--- config.mk ---
export PLATFORM = sky130hd
export DESIGN_NAME = alu_sequencer_flat
export DESIGN_NICKNAME = d
export VERILOG_FILES = /design/src/rtl/alu_sequencer_pkg.sv /design/src/rtl/alu_sequencer_if.sv /design/src/rtl/alu_sequencer_regfile.sv /design/src/rtl/alu_sequencer.sv /design/src/flat_wrapper.sv
export SDC_FILE = /design/constraint.sdc
export NUM_CORES = 1
export LEC_CHECK = 0
export CORE_AREA = 2 2 83 85
export CTS_BUF_LIST = sky130_fd_sc_hd__clkbuf_4
export CTS_CLUSTER_SIZE = 20
export DETAILED_ROUTE_END_ITERATION = 12
export DIE_AREA = 0 0 85 87
export PLACE_DENSITY_LB_ADDON = 0.05
export RECOVER_POWER = 25
export SYNTH_ARGS = -nofsm -noshare
export SYNTH_HDL_FRONTEND = slang
export SYNTH_HIERARCHICAL = 1
export SYNTH_SLANG_ARGS = --single-unit
--- constraint.sdc ---
create_clock -name clk -period 3.8 [get_ports clk]
set_input_delay 0.76 -clock clk [delete_from_list [all_inputs] [get_ports clk]]
set_output_delay 0.76 -clock clk [all_outputs]
set_load 0.05 [all_outputs]
--- src/rtl/alu_sequencer_pkg.sv ---
// Shared types for the ALU sequencer: instruction classes, ALU op codes,
// FSM states and instruction field layout.
// No ports; imported by the interface, the register file and the top.
package alu_sequencer_pkg;

   localparam int DATA_W  = 8;
   localparam int INSTR_W = 16;
   localparam int NREGS   = 4;
   localparam int REG_AW  = 2;

   // Instruction classes, bits [15:14]
   typedef enum logic [1:0] {
      CLS_ALU  = 2'b00,
      CLS_LDI  = 2'b01,
      CLS_JZ   = 2'b10,
      CLS_HALT = 2'b11
   } cls_e;

   // ALU operation codes as understood by the external ALU
   localparam logic [2:0] OP_ADD = 3'd0;
   localparam logic [2:0] OP_SUB = 3'd1;
   localparam logic [2:0] OP_AND = 3'd2;
   localparam logic [2:0] OP_OR  = 3'd3;
   localparam logic [2:0] OP_XOR = 3'd4;
   localparam logic [2:0] OP_MUL = 3'd5;
   localparam logic [2:0] OP_DIV = 3'd6;
   localparam logic [2:0] OP_EQ  = 3'd7;

   typedef enum logic [1:0] {
      ST_IDLE   = 2'd0,
      ST_FETCH  = 2'd1,
      ST_DECODE = 2'd2,
      ST_EXEC   = 2'd3
   } state_e;

   // Field positions; imm [7:0] overlaps rs1/rs2, only one view is used per class
   localparam int CLS_LSB = 14;
   localparam int OP_LSB  = 11;
   localparam int RD_LSB  = 9;
   localparam int RS1_LSB = 7;
   localparam int RS2_LSB = 5;
   localparam int IMM_W   = 8;

   // Register-field view of an instruction word
   typedef struct packed {
      cls_e             cls;
      logic [2:0]       op;
      logic [REG_AW-1:0] rd;
      logic [REG_AW-1:0] rs1;
      logic [REG_AW-1:0] rs2;
      logic [4:0]       tail;
   } instr_t;

   // Only what EXEC still needs once the word has been decoded
   typedef struct packed {
      logic [2:0]        op;
      logic [REG_AW-1:0] rd;
      logic [REG_AW-1:0] rs1;
      logic [REG_AW-1:0] rs2;
   } ir_t;

   function automatic logic [IMM_W-1:0] imm_of(input logic [INSTR_W-1:0] w);
      return w[IMM_W-1:0];
   endfunction

endpackage

--- src/rtl/alu_sequencer_if.sv ---
// Bundle of all non-clock signals between the sequencer and its environment
// (control, program ROM port, ALU port, flags, debug read).
// master = sequencer side, slave = ROM/ALU/controller side.
interface alu_sequencer_if #(parameter int PC_W = 8);
   import alu_sequencer_pkg::*;

   logic                 start;
   logic [PC_W-1:0]      start_addr;
   logic                 busy;
   logic                 done;
   logic                 imem_en;
   logic [PC_W-1:0]      imem_addr;
   logic [INSTR_W-1:0]   imem_data;
   logic [2:0]           alu_sel;
   logic [DATA_W-1:0]    alu_a;
   logic [DATA_W-1:0]    alu_b;
   logic [DATA_W-1:0]    alu_out;
   logic                 alu_carry;
   logic                 zero_flag;
   logic                 carry_flag;
   logic [REG_AW-1:0]    dbg_sel;
   logic [DATA_W-1:0]    dbg_data;

   modport master (
      input  start, start_addr, imem_data, alu_out, alu_carry, dbg_sel,
      output busy, done, imem_en, imem_addr, alu_sel, alu_a, alu_b,
             zero_flag, carry_flag, dbg_data
   );

   modport slave (
      output start, start_addr, imem_data, alu_out, alu_carry, dbg_sel,
      input  busy, done, imem_en, imem_addr, alu_sel, alu_a, alu_b,
             zero_flag, carry_flag, dbg_data
   );

endinterface

--- src/rtl/alu_sequencer_regfile.sv ---
// 4x8 register file: two async read ports, one async debug read, one sync write.
// Ports: clk, rst (async active-high), we_i/wa_i/wd_i write, ra1_i/ra2_i/rdbg_i
// read addresses, rd1_o/rd2_o/rdbg_o read data. Reads see the old value on a write edge.
module seq_regfile
   import alu_sequencer_pkg::*;
(
   input  logic              clk,
   input  logic              rst,
   input  logic              we_i,
   input  logic [REG_AW-1:0] wa_i,
   input  logic [DATA_W-1:0] wd_i,
   input  logic [REG_AW-1:0] ra1_i,
   input  logic [REG_AW-1:0] ra2_i,
   input  logic [REG_AW-1:0] rdbg_i,
   output logic [DATA_W-1:0] rd1_o,
   output logic [DATA_W-1:0] rd2_o,
   output logic [DATA_W-1:0] rdbg_o
);

   logic [DATA_W-1:0] regs_q [NREGS];

   always_ff @(posedge clk or posedge rst) begin
      if (rst) begin
         for (int i = 0; i < NREGS; i++) regs_q[i] <= '0;
      end else if (we_i) begin
         regs_q[wa_i] <= wd_i;
      end
   end

   assign rd1_o  = regs_q[ra1_i];
   assign rd2_o  = regs_q[ra2_i];
   assign rdbg_o = regs_q[rdbg_i];

endmodule

--- src/rtl/alu_sequencer.sv ---
// Fetch/decode/execute sequencer driving a shared combinational 8-bit ALU.
// Latency: LDI/JZ 2 cycles, ALU ops 3 cycles, HALT 2 cycles then a done pulse.
// No backpressure: ROM answers one cycle after imem_en, ALU is combinational.
// Ports: clk, rst (async active-high), bus_if (master modport of alu_sequencer_if).
module alu_sequencer
   import alu_sequencer_pkg::*;
#(
   parameter int PC_W = 8
) (
   input  logic            clk,
   input  logic            rst,
   alu_sequencer_if.master bus_if
);

   state_e            state_q, state_d;
   logic [PC_W-1:0]   pc_q, pc_d;
   ir_t               ir_q, ir_d;
   logic              zero_q, zero_d;
   logic              carry_q, carry_d;
   logic              done_q, done_d;

   logic              rf_we;
   logic [REG_AW-1:0] rf_wa;
   logic [DATA_W-1:0] rf_wd;
   logic [DATA_W-1:0] rf_rd1, rf_rd2;

   // The ROM word is only valid during DECODE; it is interpreted directly
   // there and only the ALU fields are kept for EXEC.
   instr_t            dec;
   logic [IMM_W-1:0]  dec_imm;

   assign dec     = instr_t'(bus_if.imem_data);
   assign dec_imm = imm_of(bus_if.imem_data);

   seq_regfile u_regfile (
      .clk    (clk),
      .rst    (rst),
      .we_i   (rf_we),
      .wa_i   (rf_wa),
      .wd_i   (rf_wd),
      .ra1_i  (ir_q.rs1),
      .ra2_i  (ir_q.rs2),
      .rdbg_i (bus_if.dbg_sel),
      .rd1_o  (rf_rd1),
      .rd2_o  (rf_rd2),
      .rdbg_o (bus_if.dbg_data)
   );

   // State register
   always_ff @(posedge clk or posedge rst) begin
      if (rst) state_q <= ST_IDLE;
      else     state_q <= state_d;
   end

   // Next-state logic
   always_comb begin
      state_d = state_q;
      case (state_q)
         ST_IDLE:   if (bus_if.start) state_d = ST_FETCH;
         ST_FETCH:  state_d = ST_DECODE;
         ST_DECODE: begin
            case (dec.cls)
               CLS_ALU:  state_d = ST_EXEC;
               CLS_HALT: state_d = ST_IDLE;
               default:  state_d = ST_FETCH;
            endcase
         end
         ST_EXEC:   state_d = ST_FETCH;
         default:   state_d = ST_IDLE;
      endcase
   end

   // Output / datapath-control logic
   always_comb begin
      bus_if.imem_en = 1'b0;
      rf_we          = 1'b0;
      rf_wa          = ir_q.rd;
      rf_wd          = bus_if.alu_out;
      pc_d           = pc_q;
      ir_d           = ir_q;
      zero_d         = zero_q;
      carry_d        = carry_q;
      done_d         = 1'b0;
      case (state_q)
         ST_IDLE: begin
            if (bus_if.start) pc_d = bus_if.start_addr;
         end
         ST_FETCH: begin
            bus_if.imem_en = 1'b1;
         end
         ST_DECODE: begin
            ir_d = '{op: dec.op, rd: dec.rd, rs1: dec.rs1, rs2: dec.rs2};
            pc_d = pc_q + PC_W'(1);
            case (dec.cls)
               CLS_LDI: begin
                  rf_we = 1'b1;
                  rf_wa = dec.rd;
                  rf_wd = dec_imm;
               end
               // A taken branch replaces the incremented pc
               CLS_JZ:   if (zero_q) pc_d = PC_W'(dec_imm);
               CLS_HALT: done_d = 1'b1;
               default: ;
            endcase
         end
         ST_EXEC: begin
            rf_we   = 1'b1;
            zero_d  = (bus_if.alu_out == '0);
            carry_d = bus_if.alu_carry;
         end
         default: ;
      endcase
   end

   always_ff @(posedge clk or posedge rst) begin
      if (rst) begin
         pc_q    <= '0;
         ir_q    <= '0;
         zero_q  <= 1'b0;
         carry_q <= 1'b0;
         done_q  <= 1'b0;
      end else begin
         pc_q    <= pc_d;
         ir_q    <= ir_d;
         zero_q  <= zero_d;
         carry_q <= carry_d;
         done_q  <= done_d;
      end
   end

   assign bus_if.busy       = (state_q != ST_IDLE);
   assign bus_if.done       = done_q;
   assign bus_if.imem_addr  = pc_q;
   // Operands come from ir at all times so the ALU inputs stay stable
   assign bus_if.alu_sel    = ir_q.op;
   assign bus_if.alu_a      = rf_rd1;
   assign bus_if.alu_b      = rf_rd2;
   assign bus_if.zero_flag  = zero_q;
   assign bus_if.carry_flag = carry_q;

endmodule

--- src/flat_wrapper.sv ---
// flat-port wrapper written by rule: the top's interface ports become plain ports
module alu_sequencer_flat import alu_sequencer_pkg::*;
#(
   parameter int PC_W = 8
)
  (clk, rst, bus_if_start, bus_if_start_addr, bus_if_imem_data, bus_if_alu_out, bus_if_alu_carry, bus_if_dbg_sel, bus_if_busy, bus_if_done, bus_if_imem_en, bus_if_imem_addr, bus_if_alu_sel, bus_if_alu_a, bus_if_alu_b, bus_if_zero_flag, bus_if_carry_flag, bus_if_dbg_data);
  alu_sequencer_if #(.PC_W(PC_W)) bus_if_i ();
  input  logic clk;
  input  logic rst;
  input wire logic [$bits(bus_if_i.start)-1:0] bus_if_start;
  input wire logic [$bits(bus_if_i.start_addr)-1:0] bus_if_start_addr;
  input wire logic [$bits(bus_if_i.imem_data)-1:0] bus_if_imem_data;
  input wire logic [$bits(bus_if_i.alu_out)-1:0] bus_if_alu_out;
  input wire logic [$bits(bus_if_i.alu_carry)-1:0] bus_if_alu_carry;
  input wire logic [$bits(bus_if_i.dbg_sel)-1:0] bus_if_dbg_sel;
  output wire logic [$bits(bus_if_i.busy)-1:0] bus_if_busy;
  output wire logic [$bits(bus_if_i.done)-1:0] bus_if_done;
  output wire logic [$bits(bus_if_i.imem_en)-1:0] bus_if_imem_en;
  output wire logic [$bits(bus_if_i.imem_addr)-1:0] bus_if_imem_addr;
  output wire logic [$bits(bus_if_i.alu_sel)-1:0] bus_if_alu_sel;
  output wire logic [$bits(bus_if_i.alu_a)-1:0] bus_if_alu_a;
  output wire logic [$bits(bus_if_i.alu_b)-1:0] bus_if_alu_b;
  output wire logic [$bits(bus_if_i.zero_flag)-1:0] bus_if_zero_flag;
  output wire logic [$bits(bus_if_i.carry_flag)-1:0] bus_if_carry_flag;
  output wire logic [$bits(bus_if_i.dbg_data)-1:0] bus_if_dbg_data;
  assign bus_if_i.start = bus_if_start;
  assign bus_if_i.start_addr = bus_if_start_addr;
  assign bus_if_i.imem_data = bus_if_imem_data;
  assign bus_if_i.alu_out = bus_if_alu_out;
  assign bus_if_i.alu_carry = bus_if_alu_carry;
  assign bus_if_i.dbg_sel = bus_if_dbg_sel;
  assign bus_if_busy = bus_if_i.busy;
  assign bus_if_done = bus_if_i.done;
  assign bus_if_imem_en = bus_if_i.imem_en;
  assign bus_if_imem_addr = bus_if_i.imem_addr;
  assign bus_if_alu_sel = bus_if_i.alu_sel;
  assign bus_if_alu_a = bus_if_i.alu_a;
  assign bus_if_alu_b = bus_if_i.alu_b;
  assign bus_if_zero_flag = bus_if_i.zero_flag;
  assign bus_if_carry_flag = bus_if_i.carry_flag;
  assign bus_if_dbg_data = bus_if_i.dbg_data;
  alu_sequencer #(.PC_W(PC_W)) u_core (.clk(clk), .rst(rst), .bus_if(bus_if_i));
endmodule
### Yosys cells after proc, flatten, opt, wreduce, memory -nomap -nowiden

Cells that the tools add are included.

| word-level totals | value |
|---|---|
| bits in registers | 54 |
| input port bits | 38 |

| cells by class | value |
|---|---|
| add/sub/neg operators | 1 |
| $lt $le $gt $ge | 5 |
| equal/unequal tests | 7 |
| multiplexer cells | 28 |
| bitwise logic cells | 4 |
| reduce and logical (&&, ||, !) cells | 7 |

Operators by type and width:

| cell | count |
|---|---|
| $mux W8 | 12 |
| $bmux W8 S2 | 3 |
| $bwmux W32 | 1 |
| $demux W8 S2 | 1 |
| $pmux W8 S2 | 1 |
| $ge A3 B3 Y1 const B | 4 |
| $not A2 Y3 | 4 |
| $add A8 B1 Y8 const B | 1 |
| $eq A2 B2 Y1 const B | 4 |
| $logic_not A8 Y1 | 1 |
| $pmux W2 S4 | 1 |
| $mux W2 | 3 |
| $eq A2 B1 Y1 const B | 2 |
| $logic_not A2 Y1 | 2 |
| $mux W1 | 4 |
| $pmux W2 S2 | 1 |
| $reduce_bool A2 Y1 | 2 |
| $lt A3 B1 Y1 const B | 1 |
| $ne A2 B2 Y1 const B | 1 |
| $pmux W1 S2 | 1 |
| $reduce_and A2 Y1 | 1 |
| $logic_and A1 B1 Y1 | 1 |

### Depth between registers and ports, before layout

Gate-level depths: netlist of run 1.

| logic depth | value |
|---|---|
| depth in word-level cells | 9 |
| mapped depth | 8 |

### Hierarchy

The synthesis of run 1 kept the hierarchy.

Modules (own cells, without submodules):

| module | times used | cells each | area each (um^2) | seq. area each (um^2) |
|---|---|---|---|---|
| seq_regfile | 1 | 99 | 1786.7 | 800.8 |
| alu_sequencer | 1 | 137 | 1397.6 | 550.5 |

### Worst setup path after synthesis of run 1

No wires, ideal clock.

| timing | value |
|---|---|
| path type | input -> output |
| start point | input port bus_if_dbg_sel[0] |
| end point | output port bus_if_dbg_data[0] |
| arrival | 1.656 ns |
| data required time | 3.040 ns |
| setup slack | 1.384 ns |
| stages on the path | 2 |
| cells stage by stage | buf_2 mux4_2 |

| on the way | value |
|---|---|
| word-level cells in the longest chain between the ends | 4 |

Ends and longest elaborated chain:

| element | line | source |
|---|---|---|
| start, declared | flat_wrapper.sv:15 | `input wire logic [$bits(bus_if_i.dbg_sel)-1:0] bus_if_dbg_sel;` |
| $not A2 Y3 (not written as such) | alu_sequencer_regfile.sv:32 | `assign rdbg_o = regs_q[rdbg_i];` |
| $bmux W8 S2 | alu_sequencer_regfile.sv:32 |  |
| $mux W8 (not written as such) (2 in series) | alu_sequencer_regfile.sv:32 |  |
| end, declared | flat_wrapper.sv:25 | `output wire logic [$bits(bus_if_i.dbg_data)-1:0] bus_if_dbg_data;` |

Every way passes these cells. The select of a mux whose other input is x is not followed.

### Worst setup path after layout of run 1

| timing | value |
|---|---|
| start point | input port bus_if_dbg_sel[1] |
| end point | output port bus_if_dbg_data[5] |

The elaborated chain is that of the path after synthesis.

==> results of run 1 <==
-- layout make-up --
type | count | area, um^2 | share of cell area [%]
inverters | 7 | 26.3 | 0.641
flip-flops and latches | 54 | 1350 | 32.9
repair buffers | 83 | 793 | 19.3
clock buffers | 5 | 37.5 | 0.915
well taps | 80 | 100 | 2.44
clock inverters | 3 | 63.8 | 1.56
multi-input cells | 161 | 1730 | 42.2
-- cell usage after synthesis, types with 2 or more instances --
cell type / number / share of area [%]
sky130_fd_sc_hd__a21oi_1: 5 / 0.79
sky130_fd_sc_hd__a22o_1: 3 / 0.83
sky130_fd_sc_hd__a31oi_1: 5 / 0.98
sky130_fd_sc_hd__buf_2: 11 / 1.7
sky130_fd_sc_hd__buf_4: 3 / 0.71
sky130_fd_sc_hd__dfrtp_1: 54 / 42
sky130_fd_sc_hd__ha_1: 5 / 2.0
sky130_fd_sc_hd__inv_1: 7 / 0.83
sky130_fd_sc_hd__mux2_2: 53 / 19
sky130_fd_sc_hd__mux2i_1: 2 / 0.63
sky130_fd_sc_hd__mux4_2: 24 / 17
sky130_fd_sc_hd__nand2_1: 9 / 1.1
sky130_fd_sc_hd__nand2b_1: 3 / 0.59
sky130_fd_sc_hd__nand3_1: 7 / 1.1
sky130_fd_sc_hd__nand3_2: 2 / 0.63
sky130_fd_sc_hd__nand3b_2: 3 / 1.1
sky130_fd_sc_hd__nor2_1: 6 / 0.71
sky130_fd_sc_hd__nor2b_1: 4 / 0.79
sky130_fd_sc_hd__nor4_1: 2 / 0.39
sky130_fd_sc_hd__o21ai_0: 8 / 1.3
sky130_fd_sc_hd__o31ai_1: 3 / 0.71
sky130_fd_sc_hd__xnor2_1: 3 / 0.83
-- registers in the layout, summed over array words and instances (netlist names) --
register / flops
u_core/bus_if.zero_flag: 1
u_core/state_q: 2
u_core/bus_if.alu_sel: 3
u_core/bus_if.done: 1
u_core/bus_if.carry_flag: 1
u_core/bus_if.imem_addr: 8
u_core/u_regfile/regs_q: 32
u_core/ir_q: 6
-- cell families (layout without fill, tap and decap cells) --
logic type | count (synthesis) | count (layout) | share of synthesized area, %
muxes | 80 | 80 | 36.8
DFF | 54 | 54 | 42.4
and+or+nand+nor | 45 | 45 | 8.84
AOI/OAI and AO/OA | 28 | 28 | 5.85
buffers and inverters | 21 | 98 | 3.26
adders and majority gates | 5 | 5 | 1.96
xor gates and xnor gates | 3 | 3 | 0.825
-- worst max-delay path by stage --
stage                      start                 end  slack (ns)  depth (start not counted)
3_3_place_gp   bus_if_dbg_sel[1]  bus_if_dbg_data[6]        0.41                          3
2_1_floorplan  bus_if_dbg_sel[0]  bus_if_dbg_data[0]        1.38                          2
3_5_place_dp   bus_if_dbg_sel[1]  bus_if_dbg_data[6]        0.41                          3
6_report       bus_if_dbg_sel[1]  bus_if_dbg_data[5]        0.43                          3
4_1_cts        bus_if_dbg_sel[1]  bus_if_dbg_data[6]        0.41                          3
5_1_grt        bus_if_dbg_sel[1]  bus_if_dbg_data[5]        0.36                          3
-- placed cells by master (no fill, tap or decap), types with 3 or more instances in the layout --
master                            instances
sky130_fd_sc_hd__ha_1                     5
sky130_fd_sc_hd__nand2b_1                 3
sky130_fd_sc_hd__nor2_1                   6
sky130_fd_sc_hd__buf_4                   10
sky130_fd_sc_hd__clkdlybuf4s50_1         69
sky130_fd_sc_hd__a31oi_1                  5
sky130_fd_sc_hd__a21oi_1                  5
sky130_fd_sc_hd__inv_1                    7
sky130_fd_sc_hd__o31ai_1                  3
sky130_fd_sc_hd__mux4_2                  24
sky130_fd_sc_hd__mux2_2                  53
sky130_fd_sc_hd__nand3_1                  7
sky130_fd_sc_hd__xnor2_1                  3
sky130_fd_sc_hd__nand2_1                  9
sky130_fd_sc_hd__clkbuf_4                 5
sky130_fd_sc_hd__o21ai_0                  8
sky130_fd_sc_hd__nor2b_1                  4
sky130_fd_sc_hd__nand3b_2                 3
sky130_fd_sc_hd__a22o_1                   3
sky130_fd_sc_hd__dfrtp_1                 54
-- layer usage --
metal | vias up | share of wire (%) | track usage, %
met3 | 9 | 5.1 | 4.36
met4 | 0 | 1.3 | 5.48
li1 | 1048 | - | -
met2 | 63 | 50 | 36.6
met5 | - | 0 | 0
met1 | 1178 | 43 | 29.3
-- stage by stage --
step	area, um^2	hold slack, ns
finish	4100	0.525
detailed placement	4010	0.496
global route	4100	0.548
floorplan	3180	0.475
global placement	4010	0.483
CTS	4110	0.530
==> results by stage, run 1 <==
Outcome:
- The run finished, with violations left.
- The final reports fail on capacitance limit, slew limit.

CTS:
- The number of gates resized after CTS was 0.
- The register clock-pin slew on the reported worst setup and hold paths is 0.15 ns.
- TritonCTS built the clock tree.
- The number of setup buffers added after CTS is 0.
- In this run the deepest clock path goes through 2 buffers.
- At the later pin of the worst-skew pair, clock insertion delay measures 0.38 ns.
- The tree built by TritonCTS fans out to 54 sinks.
- The total of hold buffers inserted after clock tree synthesis is 0.
- The H-tree was split into 2 levels.
- The cell at the root of the clock tree is sky130_fd_sc_hd__clkbuf_4.
- The TritonCTS buffer count is 5.

Critical path:
- The data arrival time of the critical path is 2.61 ns.
- In this run the register-to-register setup slack is 1.18 ns.
- The number of cells on the worst reg-to-reg path is 6.
- By instance count, the cell type seen most on the critical path is sky130_fd_sc_hd__clkdlybuf4s50_1.
- The launching point of the worst reg2reg path is u_core/state_q[0].
- Walking the worst path, the cells encountered are clkdlybuf4s50_1 -> mux4_2 -> clkdlybuf4s50_1.
- The start-to-end type of the worst setup path is in -> out.
- The maximum single-stage delay on the critical path is 0.71 ns.
- The cell with the biggest individual delay on the critical path is sky130_fd_sc_hd__clkdlybuf4s50_1.
- The number of buffers and inverters on the critical path is 2.
- The top fanout value on the critical path is 4.
- The critical path required time is 3.04 ns.
- The startpoint kind of the worst setup timing path is a primary input.
- STA classifies the critical path endpoint as a primary output.
- The endpoint of the most critical register-to-register path is u_core/bus_if.imem_addr[7].
- On the critical path the largest part of the delay comes from buffers and inverters.

STA:
- The hold violation total from the final report is 0.
- Setup repair after global routing left no endpoint under its margin.
- Clock skew on the completed layout was measured at 0.00645 ns.
- For the final routed database, the setup TNS stands at 0 ns.
- At the pin with the least slew margin, the transition time is 1.73 ns.
- The maximum clock rate is 297 MHz.
- The post-layout worst setup margin is 0.435 ns.
- The normalized max-slew margin is -15.3%.
- The count of endpoints failing setup in the final report is 0.
- The shortest clock period the worst path allows after layout is 3.37 ns.
- The max-slew violation count was 33.
- The final critical-path share of the clock period is 88.6%.

Floorplan:
- The floorplan has 30 rows.
- For this configuration, the core starts out at a cell density of 48.5%.
- The die covers 0.00740 mm^2.
- The core region is 0.00657 mm^2.
- The number of top-level design ports is 78.
- The die span in y is 87 um.
- The horizontal die dimension is 85 um.

Min path:
- The hold path startpoint is u_core/ir_q[5].
- Along the worst hold path, the cell count comes to 1.
- The worst hold path terminates at u_core/ir_q[5].
- The worst hold path belongs to the class reg -> reg.

Placement:
- Including well taps, the total number of placed cells is 385.
- The number of buffer cells added on primary ports is 77.
- The pre-CTS worst setup slack is 0.409 ns.
- Once detailed placement completed, the half-perimeter wirelength came to 5.53 mm.
- Routability-driven placement finished with a final weighted congestion of 0.813.

Layout:
- 0 antenna diodes ended up in the layout.
- Cells fill 62.4% of the core in the end.
- Fill cells in the final layout number 532.
- The area growth from synthesis to layout is 28.8%.
- The final layout net count is 355.
- In the final layout, the share of cells above drive strength 1 is 33.2%.
- The number of standard cells in the layout, taps in and fillers out is 393.

Route:
- Dividing the detail-routed wire length by the instance count gives 19.3 um.
- The remaining antenna violation count is 0.
- The count of TritonRoute iterations in the first routing pass is 4.
- The detailed router finished its first iteration with 51 violations.
- The routed layout has 2298 vias.
- Dividing the detail-routed via count by the number of cells gives 5.85.
- For this run, design rule violations remaining after detail routing come to 0.
- The post-detailed-routing wire length is 7.60 mm.

Logic synthesis:
- Each instance of the synthesized netlist takes up on average 13.5 um^2.
- The count of flip-flops with a built-in enable after synthesis is 0.
- For this run, the number of Yosys warnings is 6.
- The synthesized instance count is 236.
- The cell area after synthesis is 0.00318 mm^2.
- The sequential element share of the synthesized area is 42.4%.
- The number of nets handed over by synthesis was 279.
- The primary flip-flop cell chosen by synthesis mapping is sky130_fd_sc_hd__dfrtp_1.
- In this run, synthesis produced a sequential element count of 54.
- The distinct cell type count after synthesis is 36.
- The async set-or-reset flop fraction in the synthesized netlist is 100%.

GRT:
- The largest net degree at the start of global routing is 33.
- The overall overflow remaining after global route is 0.
- The wire length of the first global-routing pass is 12.4 mm.
- The number of global-route vias before repair was 2308.
- The number of antenna violations at the first check in global routing is 0.
- In the global route stage, overall resource usage came out at 21.8%.

Run:
- The tool flagged a number of max-cap violations equal to 1.
Power of run 1 is not shown: default switching activity piles up to over one toggle a cycle in this logic, so the estimate is an artifact.
==> run 2: changes to the inputs <==
--- a/config.mk
+++ b/config.mk
@@ -5,6 +5,7 @@
 export SDC_FILE = /design/constraint.sdc
 export NUM_CORES = 1
 export LEC_CHECK = 0
+export ABC_AREA = 0
 export CORE_AREA = 2 2 83 85
 export CTS_BUF_LIST = sky130_fd_sc_hd__clkbuf_4
 export CTS_CLUSTER_SIZE = 20
==> results of run 2 <==
Final layout, timing and power as in run 1 (identical DEF).
Power of run 2 is left out for the same reason.
==> run 3: changes to the inputs <==
==> constraint.sdc (replaced) <==
create_clock -name clk -period 3.2 [get_ports clk]
set_input_delay 0.48 -clock clk [delete_from_list [all_inputs] [get_ports clk]]
set_output_delay 0.48 -clock clk [all_outputs]
set_load 0.05 [all_outputs]
==> results by stage, run 3 (synthesis results as in run 1) <==
Outcome:
- The run finished, with violations left.
- The checks that failed: capacitance limit, slew limit.

CTS:
- The total of hold buffers inserted after clock tree synthesis is 0 (unchanged).
- The total number of clock tree sinks is 54 (unchanged).
- The insertion delay of the later-clocked pin in the worst-skew pair is 0.37 ns (about the same).
- The TritonCTS clock tree is built.
- The cell at the root of the clock tree is sky130_fd_sc_hd__clkbuf_4.
- The worst-case clock buffer depth was 2 (unchanged).
- The number of setup buffers added after CTS is 0 (unchanged).
- The register clock-pin slew on the reported worst setup and hold paths is 0.15 ns (about the same).
- The TritonCTS buffer count is 5 (unchanged).
- The CTS H-tree depth is 2 (unchanged).
- The quantity of gates resized following cts was 0 (unchanged).

STA:
- The setup TNS is 0 ns (unchanged).
- The normalized max-slew margin came to -10.6% (+4.7 points).
- The max-slew violation count is 33 (unchanged).
- In the finished design, the share of the clock period the worst path needs comes to 89.6%.
- The hold violation total from the final report is 0 (unchanged).
- The setup skew after layout is 0.0159 ns (+0.00949 ns).
- The count of endpoints failing setup in the final report is 0 (unchanged).
- Setup repair after global routing left no endpoint under its margin.
- The worst hold slack is 0.521 ns (-0.00437 ns).
- The worst path needs 2.87 ns of the cycle, external delays included.
- The transition time at the pin with the least slew margin came to 1.66 ns (-0.0704 ns).
- The maximum clock rate is 349 MHz.

Placement:
- The detailed placement HPWL is 5.49 mm (-0.63%).
- The number of buffer cells added on primary ports is 77 (unchanged).
- The weighted congestion reported at the end of routability-driven placement is 0.772 (-5.1%).

Route:
- The average wire length per cell after detail routing came to 18.8 um (-3.0%).
- The total vias in the final route came to 2244 (-2.3%).
- The iteration-0 DRC count of the detailed router is 80 (+57%).
- The post-detailed-routing wire length is 7.34 mm (-3.5%).
- The count of TritonRoute iterations in the first routing pass is 4 (unchanged).
- The number of vias per cell after detailed routing is 5.74 (-1.9%).
- The final routed DRC violation total is 0 (unchanged).
- The remaining antenna violation count came to 0 (unchanged).

Run:
- The number of maximum-capacitance violations is 1 (unchanged).

Layout:
- The share of cells above drive strength 1 is 34.1% (+0.86 points).
- In the layout the commonest cells are sky130_fd_sc_hd__clkdlybuf4s50_1 (67), sky130_fd_sc_hd__dfrtp_1 (54), sky130_fd_sc_hd__mux2_2 (53).
- The antenna diode count is 0 (unchanged).
- Relative to the synthesized area, the layout overhead comes to 27.7%.
- Ranked by flip-flop count, first place goes to u_core/u_regfile/regs_q.
- The fill cell instance count of the final layout is 526 (-1.1%).
- The most common cell after layout, fill and taps aside is sky130_fd_sc_hd__clkdlybuf4s50_1.
- The final layout net count was 353 (-0.56%).
- The flip-flop count of the largest register, all copies and words added was 32 (unchanged).

Critical path:
- The worst setup path is of the reg -> out kind.
- STA classifies the critical path endpoint as a primary output.
- The startpoint kind of the worst setup timing path is a register.
- The top fanout value on the critical path is 9 (+5).
- The data arrival time of the critical path was 2.39 ns (-0.22 ns).
- The critical path required time is 2.72 ns (-0.32 ns).

GRT:
- The overall overflow remaining after global route is 0 (unchanged).
- The overall fraction of global-route tracks in use came to 20.8% (-0.98 points).
- The number of global-route vias before repair is 2179 (-5.6%).
- The wire length of the first global-routing pass came to 11.8 mm (-4.3%).
- The largest net degree at the start of global routing came to 33 (unchanged).
- The number of antenna violations at the first check in global routing came to 0 (unchanged).

Floorplan:
- The number of top-level design ports is 78 (unchanged).
- The area of the core is 0.00657 mm^2 (unchanged).
- The horizontal die dimension came to 85 um (unchanged).
- The floorplan die area is 0.00740 mm^2 (unchanged).
- The row count is 30 (unchanged).
- The initial standard-cell utilization of the core is 48.5% (unchanged).
- The die span in y is 87 um (unchanged).

Min path:
- The worst hold-check path type is reg -> reg.
==> run 3: metal layers <==
layer | global-route usage, % | share of wire [%]
met5 | 0 | 0
met4 | 4.76 | 0.63
met3 | 3.13 | 5.5
met2 | 34.2 | 50
met1 | 29.5 | 44
==> run 3: cell type report <==
type                            instances  area (um^2)  area share [%]
Clock inverter                          2         37.5           0.923
Tap cell                               80          100            2.46
Sequential cell                        54         1350            33.2
Multi-Input combinational cell        161         1730            42.5
Clock buffer                            6         45.0            1.11
Timing Repair Buffer                   81          777            19.1
Inverter                                7         26.3           0.646
==> run 3: worst max-delay path, stage by stage (launching register included) <==
cell	delay, ns
sky130_fd_sc_hd__dfrtp_1	0.73
sky130_fd_sc_hd__mux4_2	0.58
sky130_fd_sc_hd__clkdlybuf4s50_1	0.72
==> run 3: path summary, 6_finish.rpt <==
check	end	cells after the start	slack, ns	startpoint
min	u_core/ir_q[5]	1	0.52	u_core/ir_q[5]
min reg2reg	u_core/ir_q[5]	1	0.52	u_core/ir_q[5]
max reg2reg	u_core/u_regfile/regs_q[24]	6	0.98	u_core/state_q[0]
min in group asynchronous	u_core/bus_if.imem_addr[3]	2	0.74	rst
max in group asynchronous	u_core/u_regfile/regs_q[16]	3	1.11	rst
max	bus_if_alu_a[3]	2	0.33	u_core/ir_q[2]
==> run 3: per-stage QoR <==
stage                     instances  setup slack, ns  area (um^2)  utilization (%)
after global routing            391            0.177         4070             61.9
after detailed placement        383            0.579         3990             60.7
final                           391            0.332         4070             61.9
after global placement          383            0.595         3990             60.7
after CTS                       391            0.268         4070             62.0
after floorplan                 236            0.864         3180                -
Power of run 3 is left out for the same reason.
